[src/rtl/window3x3_gen.sv]
`default_nettype none
// ============================================================================
//  Module      : window3x3_gen
//  Description : Turns a raster-order pixel stream into 3x3 sliding windows
//                for a downstream conv3x3. Two line buffers hold the previous
//                two image rows. A two-column shift register holds the last
//                two pixel columns. The registered outputs complete the 3x3
//                window. Only fully valid windows are emitted, with no padding.
//  Ports       : iClk        - clock, rising edge
//                iRsn        - asynchronous active-low reset
//                iSoftClr    - synchronous frame restart (drops current pixel)
//                iInValid    - iInData carries a pixel this cycle
//                iInData     - signed pixel, WI bits, raster order
//                oOutValid   - window outputs valid this cycle
//                oWindowRow1 - top row    {left, middle, right} (row-2)
//                oWindowRow2 - middle row {left, middle, right} (row-1)
//                oWindowRow3 - bottom row {left, middle, right} (row)
//                oFrameDone  - pulse: last pixel of the frame was accepted
//  Revision    : 1.0 - initial release
// ============================================================================
module window3x3_gen #(
  parameter int WI    = 8,
  parameter int IMG_W = 28,
  parameter int IMG_H = 28
) (
  input  logic              iClk,
  input  logic              iRsn,
  input  logic              iSoftClr,
  input  logic              iInValid,
  input  logic [WI-1:0]     iInData,
  output logic              oOutValid,
  output logic [3*WI-1:0]   oWindowRow1,
  output logic [3*WI-1:0]   oWindowRow2,
  output logic [3*WI-1:0]   oWindowRow3,
  output logic              oFrameDone
);

  localparam int CW = (IMG_W > 1) ? $clog2(IMG_W) : 1;
  localparam int RW = (IMG_H > 1) ? $clog2(IMG_H) : 1;

  localparam logic [CW-1:0] c_COL_LAST = CW'(IMG_W - 1);
  localparam logic [RW-1:0] c_ROW_LAST = RW'(IMG_H - 1);
  localparam logic [CW-1:0] c_COL_TWO  = CW'(2);
  localparam logic [RW-1:0] c_ROW_TWO  = RW'(2);

  logic [CW-1:0]        r_col;
  logic [RW-1:0]        r_row;

  // Line buffers: r_lb0 holds image row row-2, r_lb1 holds row row-1.
  logic [WI-1:0]        r_lb0 [IMG_W];
  logic [WI-1:0]        r_lb1 [IMG_W];

  // The two most recent window columns. Index [1] is the older column, which
  // becomes the left pixel of the next window.
  logic [1:0][WI-1:0]   r_sr1;
  logic [1:0][WI-1:0]   r_sr2;
  logic [1:0][WI-1:0]   r_sr3;

  logic                 w_accept;
  logic                 w_col_last;
  logic                 w_row_last;
  logic                 w_win_ok;
  logic [WI-1:0]        w_top;
  logic [WI-1:0]        w_mid;
  logic [3*WI-1:0]      w_win1;
  logic [3*WI-1:0]      w_win2;
  logic [3*WI-1:0]      w_win3;

  // The soft clear discards the pixel presented in the same cycle.
  assign w_accept   = iInValid & ~iSoftClr;
  assign w_col_last = (r_col == c_COL_LAST);
  assign w_row_last = (r_row == c_ROW_LAST);

  // col>=2 masks shift-register columns left over from the previous row.
  // row>=2 masks stale line-buffer data from the previous frame or from
  // before reset.
  assign w_win_ok   = (r_row >= c_ROW_TWO) && (r_col >= c_COL_TWO);

  // Line-buffer reads use the values from before this cycle's write.
  assign w_top  = r_lb0[r_col];
  assign w_mid  = r_lb1[r_col];

  assign w_win1 = {r_sr1, w_top};
  assign w_win2 = {r_sr2, w_mid};
  assign w_win3 = {r_sr3, iInData};

  // Position counters
  always_ff @(posedge iClk or negedge iRsn) begin
    if (!iRsn) begin
      r_col <= '0;
      r_row <= '0;
    end else if (iSoftClr) begin
      r_col <= '0;
      r_row <= '0;
    end else if (iInValid) begin
      if (w_col_last) begin
        r_col <= '0;
        r_row <= w_row_last ? '0 : r_row + RW'(1);
      end else begin
        r_col <= r_col + CW'(1);
      end
    end
  end

  // Line buffers have no reset. Their contents are masked until two full
  // rows of the current frame have been written.
  always_ff @(posedge iClk) begin
    if (w_accept) begin
      r_lb0[r_col] <= w_mid;
      r_lb1[r_col] <= iInData;
    end
  end

  // Column shift register
  always_ff @(posedge iClk or negedge iRsn) begin
    if (!iRsn) begin
      r_sr1 <= '0;
      r_sr2 <= '0;
      r_sr3 <= '0;
    end else if (w_accept) begin
      r_sr1 <= {r_sr1[0], w_top};
      r_sr2 <= {r_sr2[0], w_mid};
      r_sr3 <= {r_sr3[0], iInData};
    end
  end

  // Registered window outputs. The window rows load only when a window is
  // emitted, so they hold their value between windows.
  always_ff @(posedge iClk or negedge iRsn) begin
    if (!iRsn) begin
      oOutValid   <= 1'b0;
      oFrameDone  <= 1'b0;
      oWindowRow1 <= '0;
      oWindowRow2 <= '0;
      oWindowRow3 <= '0;
    end else if (iSoftClr) begin
      oOutValid   <= 1'b0;
      oFrameDone  <= 1'b0;
    end else begin
      oOutValid   <= iInValid & w_win_ok;
      oFrameDone  <= iInValid & w_col_last & w_row_last;
      if (iInValid && w_win_ok) begin
        oWindowRow1 <= w_win1;
        oWindowRow2 <= w_win2;
        oWindowRow3 <= w_win3;
      end
    end
  end

endmodule
`default_nettype wire

[config.mk]
export PLATFORM = sky130hd
export DESIGN_NAME = window3x3_gen
export DESIGN_NICKNAME = d
export VERILOG_FILES = /design/src/rtl/window3x3_gen.sv
export SDC_FILE = /design/constraint.sdc
export NUM_CORES = 1
export LEC_CHECK = 0
export CORE_MARGIN = 4
export CORE_UTILIZATION = 41
export CTS_BUF_LIST = sky130_fd_sc_hd__clkbuf_8
export DETAILED_ROUTE_END_ITERATION = 16
export MAX_ROUTING_LAYER = met4
export PLACE_DENSITY = 0.57
export SYNTH_ARGS = -nofsm -noshare
export SYNTH_HDL_FRONTEND = slang
export SYNTH_SLANG_ARGS = --single-unit
[constraint.sdc]
create_clock -name iClk -period 7.5 [get_ports iClk]
set_input_delay 1.5 -clock iClk [delete_from_list [all_inputs] [get_ports iClk]]
set_output_delay 1.5 -clock iClk [all_outputs]
set_load 0.05 [all_outputs]
* Word level (Yosys, flattened, before mapping)
Memories as Yosys holds them, arrays and structs flattened. Index checks and enable logic that the tools add are counted.
Word-level totals: memories kept 2, input port bits 12, logic and storage cells 43, RAM bits 448, output and inout port bits 74, register bits 132
Memory list:
- r_lb0 | depth 28, width 8, rd ports 1, clocked after Yosys merged registers in 0, write ports 1, RTL line 50 | logic [WI-1:0] r_lb0 [IMG_W];
- r_lb1 | depth 28, width 8, rd ports 1, clocked after Yosys merged registers in 0, write ports 1, RTL line 51 | logic [WI-1:0] r_lb1 [IMG_W];
Cells by class: mux-type cells 11, $add $sub $neg 2, $lt $le $gt $ge 2, equality and inequality tests 2, bitwise operators 5, reductions and logical operators 6
Operators by type and width (count):
- $mux 5 | 7
- $add 5x1->5 const B | 2
- $eq 5x5->1 const B | 2
- $ge 5x2->1 const B | 2
- $and 1x1->1 | 4
- $mux 1 | 4
- $reduce_and 2->1 | 2
- $reduce_bool 2->1 | 2
- $logic_and 1x1->1 | 2
- $not 1->1 | 1

* Longest topological paths before layout
Gate-level depths: netlist of the first run.
depth in word-level cells 5, mapped depth 10

* Least setup slack after synthesis of the first run
Ideal clock, no wire load.
kind in2reg, start input port iSoftClr, end memory r_lb0[10][0], enable pin, library setup time 0.409 ns, data arrival time 3.655 ns, path buffers 3, setup slack 3.435 ns, cell stages on the path 6, path through clkbuf_1 nor2b_1 clkbuf_1 buf_1 nand2_1 nor3_1
On the way: word-level cells in the longest chain between the ends 4
Ends and longest elaborated chain:
- from (decl) | RTL line 28 | input logic iSoftClr,
- $not 1->1 (no line)
- $and 1x1->1 | RTL line 70 | assign w_accept = iInValid & ~iSoftClr;
- $mux 1 | RTL line 108 | if (w_accept) begin
- $mux 1 (implied by the code) | RTL line 109 | r_lb0[r_col] <= w_mid;
- to (decl) | RTL line 50
Every way passes these cells.

* Final worst setup path of the first run
start register r_col[1], end memory r_lb0[18][3], data pin
On the way: word-level cells in the longest chain between the ends 1
Ends and longest elaborated chain:
- from (decl) | RTL line 46 | logic [CW-1:0] r_col;
- from (signal assigned) | RTL line 100 | r_col <= r_col + CW'(1);
- $mem_v2 28x8
- net w_mid[3] | RTL line 64 | logic [WI-1:0] w_mid;
The timed path passes the listed nets, and every way through them passes these cells.

==> out/qor.csv, run 1 <==
metric,value,unit
syn_area,0.0224,mm²
async_flop_share,22.8,%
fmax,232,MHz
grt_start_max_net_pins,84,
holdCritStartpoint,oWindowRow1[19]$_DFFE_PN0P_,
crit_top_cell,buf_4,
start_kind,flop,
ctsLongestPathBuffers,3,
endpoint_kind,flop,
clk_pin_slew_worst_paths,0.06,ns
yosysSeqAreaShare,74.7,%
die_w,242,µm
drive_gt1_share,17.2,%
finalHoldViolCount,0,
cts_tree,yes,
dpl-instance-area,0.0241,mm²
dieArea,0.0585,mm²
cts_hold_buf,0,
cts-root-buf,clkbuf_8,
critPathKind,flop to flop,
ys.flop_type,edfxtp_1,
num_rows,85,
met1_length,24500,µm
syn_nets,1282,
hold_path.class,flop to flop,
syn_avg_cell_area,17.7,µm²
dr_wl_met2,26700,µm
synth_cells,1264,
cts_resized,0,
io-pin-count,86,
core-area,0.0540,mm²
synth_common_cells,"edfxtp_1 (448), mux2i_1 (176), dfrtp_1 (132)",
fp.dieH,242,µm
tns,0,ns
cts.sinks,580,
clock_skew,0.0259,ns
initial_core_util,41.5,%
fin_crit,4.31,ns
power_density,291,mW/mm²
insertion_delay,0.67,ns
synthDistinctLibCells,56,
dr.first_iter.drc_count,1097,
top_layer,met4,
setup_viol,0,
max_cap_viol_count,0,
rsz0062_at_grt,no,
cp_cell_sequence,"buf_4, mux2i_1, o22ai_1, nor4_1, nand2_1, buf_4",
wl,56000,µm
cts.htree.levels,3,
vdd_ir_drop_max,0.000137,V
place_hpwl,34400,µm
ys_ff_latch,580,
ys_top_cells_by_area,"edfxtp_1 (60%), dfrtp_1 (15%), mux2i_1 (7.9%)",
synth_top_cell_area_share,60.0,%
cts-buffers-inserted,94,
portBuffers,85,
worst_path_max_delay_cell,nor4_1,
crit_path_max_fanout,41,
period_share,57.4,%
drtAntennaViolNets,0,
synth_top_area_cell,edfxtp_1,
cp-startpoint,r_col[1]$_DFFE_PN0P_,
layout.nets,1439,
slew_headroom,9.09,%
cp.required,7.86,ns
fin_area,0.0258,mm²
routed-wl-met3,3600,µm
synth.most_common_cell,edfxtp_1,
firstDrtPassIters,7,
grt_pass1_wl,82600,µm
synth_warnings,0,
synth_edf_count,448,
p_leak,8.87,nW
r2r_start,r_col[1]$_DFFE_PN0P_,
gp_congestion,0.803,
grt_usage,19.4,%
cp.arrival,4.67,ns
wl_per_cell,25.6,µm
vias,12100,
syn_to_final_growth,15.2,%
post_cts_buffers,0,
drc_errors,0,
slowest_delay,1.12,ns
maxSlewViolCount,0,
tightest_slew,1.35,ns
antenna_found_initial,2,
grt_pass1_vias,12100,
viasPerCell,5.52,
status,"complete, no violations",
overflow,0,
-- placed cells by master, fill, tap and decap left out, types with 3 or more instances in the layout --
cell             netlist  layout
a21oi_1               16      16
or4b_1                 4       4
mux2i_1              176     176
nand2b_1               3       3
a31oi_1               13      13
inv_1                  5      37
clkbuf_8               0     101
nor2_2                 0       4
o22ai_1               78      78
mux2_2                43      43
nand4b_1               3       3
clkdlybuf4s50_1        0      76
nor4_1                13      12
mux4_2                24      24
a22oi_1                9       9
mux2_1                56      56
a211oi_1               6       6
nor2_1                55      51
edfxtp_1             448     448
nor3_2                 0       4
clkinv_1               0      25
dfrtp_1              132     130
buf_4                  5      44
nor3_1                13       9
o21ai_0                3       3
ha_1                   6       6
nand2_1               29      29
and3_1                 5       5
clkinv_2               0       9
buf_2                 40       8
a211oi_2               5       5
nand4bb_1              4       4
nand3_1               11      11
-- logic make-up after synthesis --
kind of cell,share of synthesized area [%]
multiplexers,15.2
AND/OR/NAND/NOR,3.70
adder cells (fa/ha/maj),0.335
AO/OA/AOI/OAI,4.19
flip-flops,74.7
XOR/XNOR,0.0391
buffers and inverters,1.75
-- metrics by stage --
| stage | util, % | hold slack, ns | cells | total power, W | setup slack (ns) |
|---|---|---|---|---|---|
| 5_1_grt | 47.8 | 0.506 | 2189 | 0.00782 | 3.08 |
| 3_5_place_dp | 44.7 | 0.474 | 2021 | 0.00514 | 2.63 |
| 3_3_place_gp | 44.7 | 0.469 | 2020 | 0.00512 | 2.70 |
| 6_report | 47.8 | 0.481 | 2190 | 0.00751 | 3.19 |
| 2_1_floorplan | - | 0.460 | 1264 | 0.00464 | 3.44 |
| 4_1_cts | 47.8 | 0.487 | 2189 | 0.00761 | 3.12 |
-- final cells by class --
cell class,instances,area [µm²]
Timing Repair Buffer,131,1180
Clock inverter,67,289
Multi-Input combinational cell,608,5320
Antenna cell,1,2.50
Tap cell,696,871
Inverter,6,22.5
Fill cell,4645,28200
Clock buffer,101,1390
Sequential cell,580,16800
-- layer usage --
| layer | GRT usage [%] | up-vias |
|---|---|---|
| met5 | - | - |
| met3 | 4.26 | 87 |
| li1 | - | 5314 |
| met1 | 26.4 | 6266 |
| met4 | 4.93 | 0 |
| met2 | 30.1 | 422 |
-- power by group --
group          internal [W]  switching [W]  total [W]
clock network       0.00127        0.00119    0.00245
logic              0.000414       0.000820    0.00123
registers           0.00369       0.000130    0.00382
-- critical path: cells and delay by family (launching register included) --
family,cells,cell delay (ns)
mux,1,0.32
buf+inv,2,1.09
simple gates,2,1.53
compound gates,1,0.15
flops,1,0.84
-- final timing paths --
kind | end | slack (ns) | cells past startpoint
min reg2reg | oWindowRow1[19]$_DFFE_PN0P_ | 0.48 | 1
max in group asynchronous | oWindowRow2[9]$_DFFE_PN0P_ | 5.47 | 2
max reg2reg | r_lb0[18][3]$_DFFE_PP_ | 3.19 | 6
min | oWindowRow1[19]$_DFFE_PN0P_ | 0.48 | 1
max | r_lb0[18][3]$_DFFE_PP_ | 3.19 | 6
min in group asynchronous | oWindowRow1[18]$_DFFE_PN0P_ | 0.87 | 1
-- state kept, by name (all words and copies together) (netlist names) --
name         cells
r_lb1          224
r_lb0          224
r_row            5
oWindowRow2     24
r_sr1           16
r_sr3           16
oOutValid        1
oFrameDone       1
oWindowRow1     24
r_sr2           16
r_col            5
oWindowRow3     24
No activity file was read; power rests on OpenSTA's default activity.
==> run 2, diff against run 1 <==
==> constraint.sdc (replaced) <==
create_clock -name iClk -period 4.3 [get_ports iClk]
set_input_delay 0.86 -clock iClk [delete_from_list [all_inputs] [get_ports iClk]]
set_output_delay 0.86 -clock iClk [all_outputs]
set_load 0.05 [all_outputs]
==> run 2 against run 1 <==
Effect of this change: critical path depth is 2 lower; worst hold slack worse by 0.24 ns; fmax grew 16%; clock skew rose by 0.010 ns; global-route usage down 0.68 points; combinational power grew 75%; setup slack lost 2.6 ns; wire length decreased by 4.5%; sequential share of layout area down 1.3 points; first-iteration DRC count decreased by 14%; power increased by 77%.
==> out/qor.csv, run 2 (synthesis results as in run 1) <==
metric,value,unit,change
status,"complete, no violations",,
cp.arrival,3.90,ns,-0.77 ns
grt_start_max_net_pins,91,,+8.3%
pre_cts_slack,0.673,ns,-1.96 ns
finalHoldViolCount,0,,unchanged
cts-buffers-inserted,91,,-3.2%
dr.first_iter.drc_count,941,,-14%
critPathKind,flop to flop,,
fin_total_pwr,0.0133,W,+77%
initial_core_util,41.5,%,unchanged
drtAntennaViolNets,0,,unchanged
regToRegEndpoint,r_lb0[8][7]$_DFFE_PP_,,
wl,53500,µm,-4.5%
wl_per_cell,24.0,µm,-6.4%
power_density,505,mW/mm²,+74%
placed_cells,2065,,+2.2%
num_rows,85,,unchanged
tns,0,ns,unchanged
layout.nets,1480,,+2.8%
grt_pass1_wl,80500,µm,-2.4%
fin_hold_ws,0.244,ns,-0.237 ns
hold_path.class,input port to asynchronous set/reset pin,,
layout_setup_ws,0.572,ns,-2.62 ns
clock_skew,0.0359,ns,+0.00997 ns
grt_pass1_vias,12400,,+2.9%
fillers,4530,,-2.5%
period_share,86.7,%,+29 points
rr_worst_depth,4,,-2
dieArea,0.0585,mm²,unchanged
gp_congestion,0.804,,+0.11%
max_cap_viol_count,0,,unchanged
core-area,0.0540,mm²,unchanged
setup_viol,0,,unchanged
vdd_ir_drop_max,0.000257,V,+87%
cts_tree,yes,,
layout.cells.non_filler,2233,,+2.0%
grt_usage,18.8,%,-0.68 points
final_cell_mix,"edfxtp_1 (448), mux2i_1 (176), dfrtp_1 (130), clkbuf_8 (111)",,
cts-root-buf,clkbuf_8,,
ff2ff_setup_slack,0.57,ns,-2.62 ns
cp.required,4.47,ns,-3.39 ns
fmax,268,MHz,+16%
final_common_cell,edfxtp_1,,
syn_to_final_growth,17.6,%,
endpoint_kind,flop,,
cts.htree.levels,3,,unchanged
portBuffers,85,,unchanged
p_clk_share,33.9,%,+1.2 points
pwr-share-seq,49.9,%,-1.0 points
p_sw_share,28.0,%,-0.45 points
cts.sinks,580,,unchanged
start_kind,flop,,
largestRegisters,"r_lb0 x224, r_lb1 x224",,
die_w,242,µm,unchanged
cts_hold_buf,0,,unchanged
fin_crit,3.73,ns,-0.579 ns
post_cts_buffers,0,,unchanged
multi_input_area,0.00531,mm²,-0.21%
io-pin-count,86,,unchanged
drc_errors,0,,unchanged
antenna_found_initial,3,,+1
vias,12100,,+0.40%
insertion_delay,0.67,ns,about the same
seqCellArea,0.0168,mm²,unchanged
combPwrFrac,16.2,%,-0.2 points
drive_gt1_share,19.6,%,+2.4 points
slew_headroom,19.2,%,+10 points
fp.dieH,242,µm,unchanged
power_switching,0.00373,W,+74%
r2r_start,r_col[0]$_DFFE_PN0P_,,
overflow,0,,unchanged
internal_power,0.00958,W,+78%
rsz0062_at_grt,no,,
ctsLongestPathBuffers,3,,unchanged
viasPerCell,5.44,,-1.5%
cp-startpoint,r_col[0]$_DFFE_PN0P_,,
cts_resized,0,,unchanged
place_hpwl,33300,µm,-3.0%
p_leak,9.12,nW,+2.9%
tightest_slew,1.21,ns,-0.143 ns
maxSlewViolCount,0,,unchanged
crit_path_max_fanout,28,,-32%
firstDrtPassIters,5,,-2
clk_pin_slew_worst_paths,0.07,ns,about the same
[run 2: cell types whose count changed in the layout (fill, tap and decap cells not counted), moves of 2 or more]
cell / delta
buf_4: +40
clkbuf_8: +10
buf_2: -8
clkdlybuf4s50_1: +8
inv_1: -7
buf_12: +5
clkinv_1: -5
clkinv_2: -3
clkinvlp_4: +2
nor2_1: +2
nor2_2: -2
[run 2: area by class of cell]
cell class | instances | area share [%]
clock buffer | 111 | 5.80
timing repair buffer | 175 | 6.08
inverter | 6 | 0.0854
sequential | 580 | 63.6
multi-input combinational | 608 | 20.1
tap | 696 | 3.30
clock inverter | 56 | 1.00
antenna | 1 | 0.00949
[run 2: critical path: stages (launching register included)]
cell,delay (ns)
dfrtp_2,0.59
or4b_1,0.79
o22ai_1,0.21
nor4_1,0.86
nand2_1,0.76
[run 2: stage by stage]
step | util (%) | cell area [µm²]
after floorplan | - | 22400
after global placement | 45.5 | 24600
after detailed placement | 45.5 | 24600
after CTS | 48.8 | 26400
after global routing | 48.8 | 26400
final | 48.8 | 26400
[run 2: metal layers]
| metal | part of all wire (%) | wire length, µm | global-route usage [%] | up-vias |
|---|---|---|---|---|
| met5 | 0 | 0 | - | - |
| met3 | 6.5 | 3470 | 4.13 | 86 |
| met2 | 47 | 24900 | 28.5 | 419 |
| met4 | 2.0 | 1070 | 5.65 | 0 |
| li1 | - | - | - | 5398 |
| met1 | 45 | 24000 | 25.6 | 6234 |
[run 2: how the worst max path moves through the flow]
stage	to	slack (ns)	depth (start not counted)
after CTS	r_lb0[8][7]$_DFFE_PP_	0.63	4
after global routing	r_lb0[3][7]$_DFFE_PP_	0.40	5
after detailed placement	r_lb0[8][7]$_DFFE_PP_	0.67	4
after global placement	r_lb0[8][7]$_DFFE_PP_	0.75	4
final	r_lb0[8][7]$_DFFE_PP_	0.57	4
after floorplan	r_lb0[10][0]$_DFFE_PP_	0.88	6
[run 2: power groups by stage]
| stage | Combinational [W] | Sequential [W] | Clock, W |
|---|---|---|---|
| floorplan | 0.000551 | 0.00753 | 0 |
| global placement | 0.00215 | 0.00676 | 0 |
| detailed placement | 0.00217 | 0.00677 | 0 |
| CTS | 0.00218 | 0.00666 | 0.00464 |
| global route | 0.00226 | 0.00670 | 0.00490 |
| finish | 0.00215 | 0.00665 | 0.00451 |
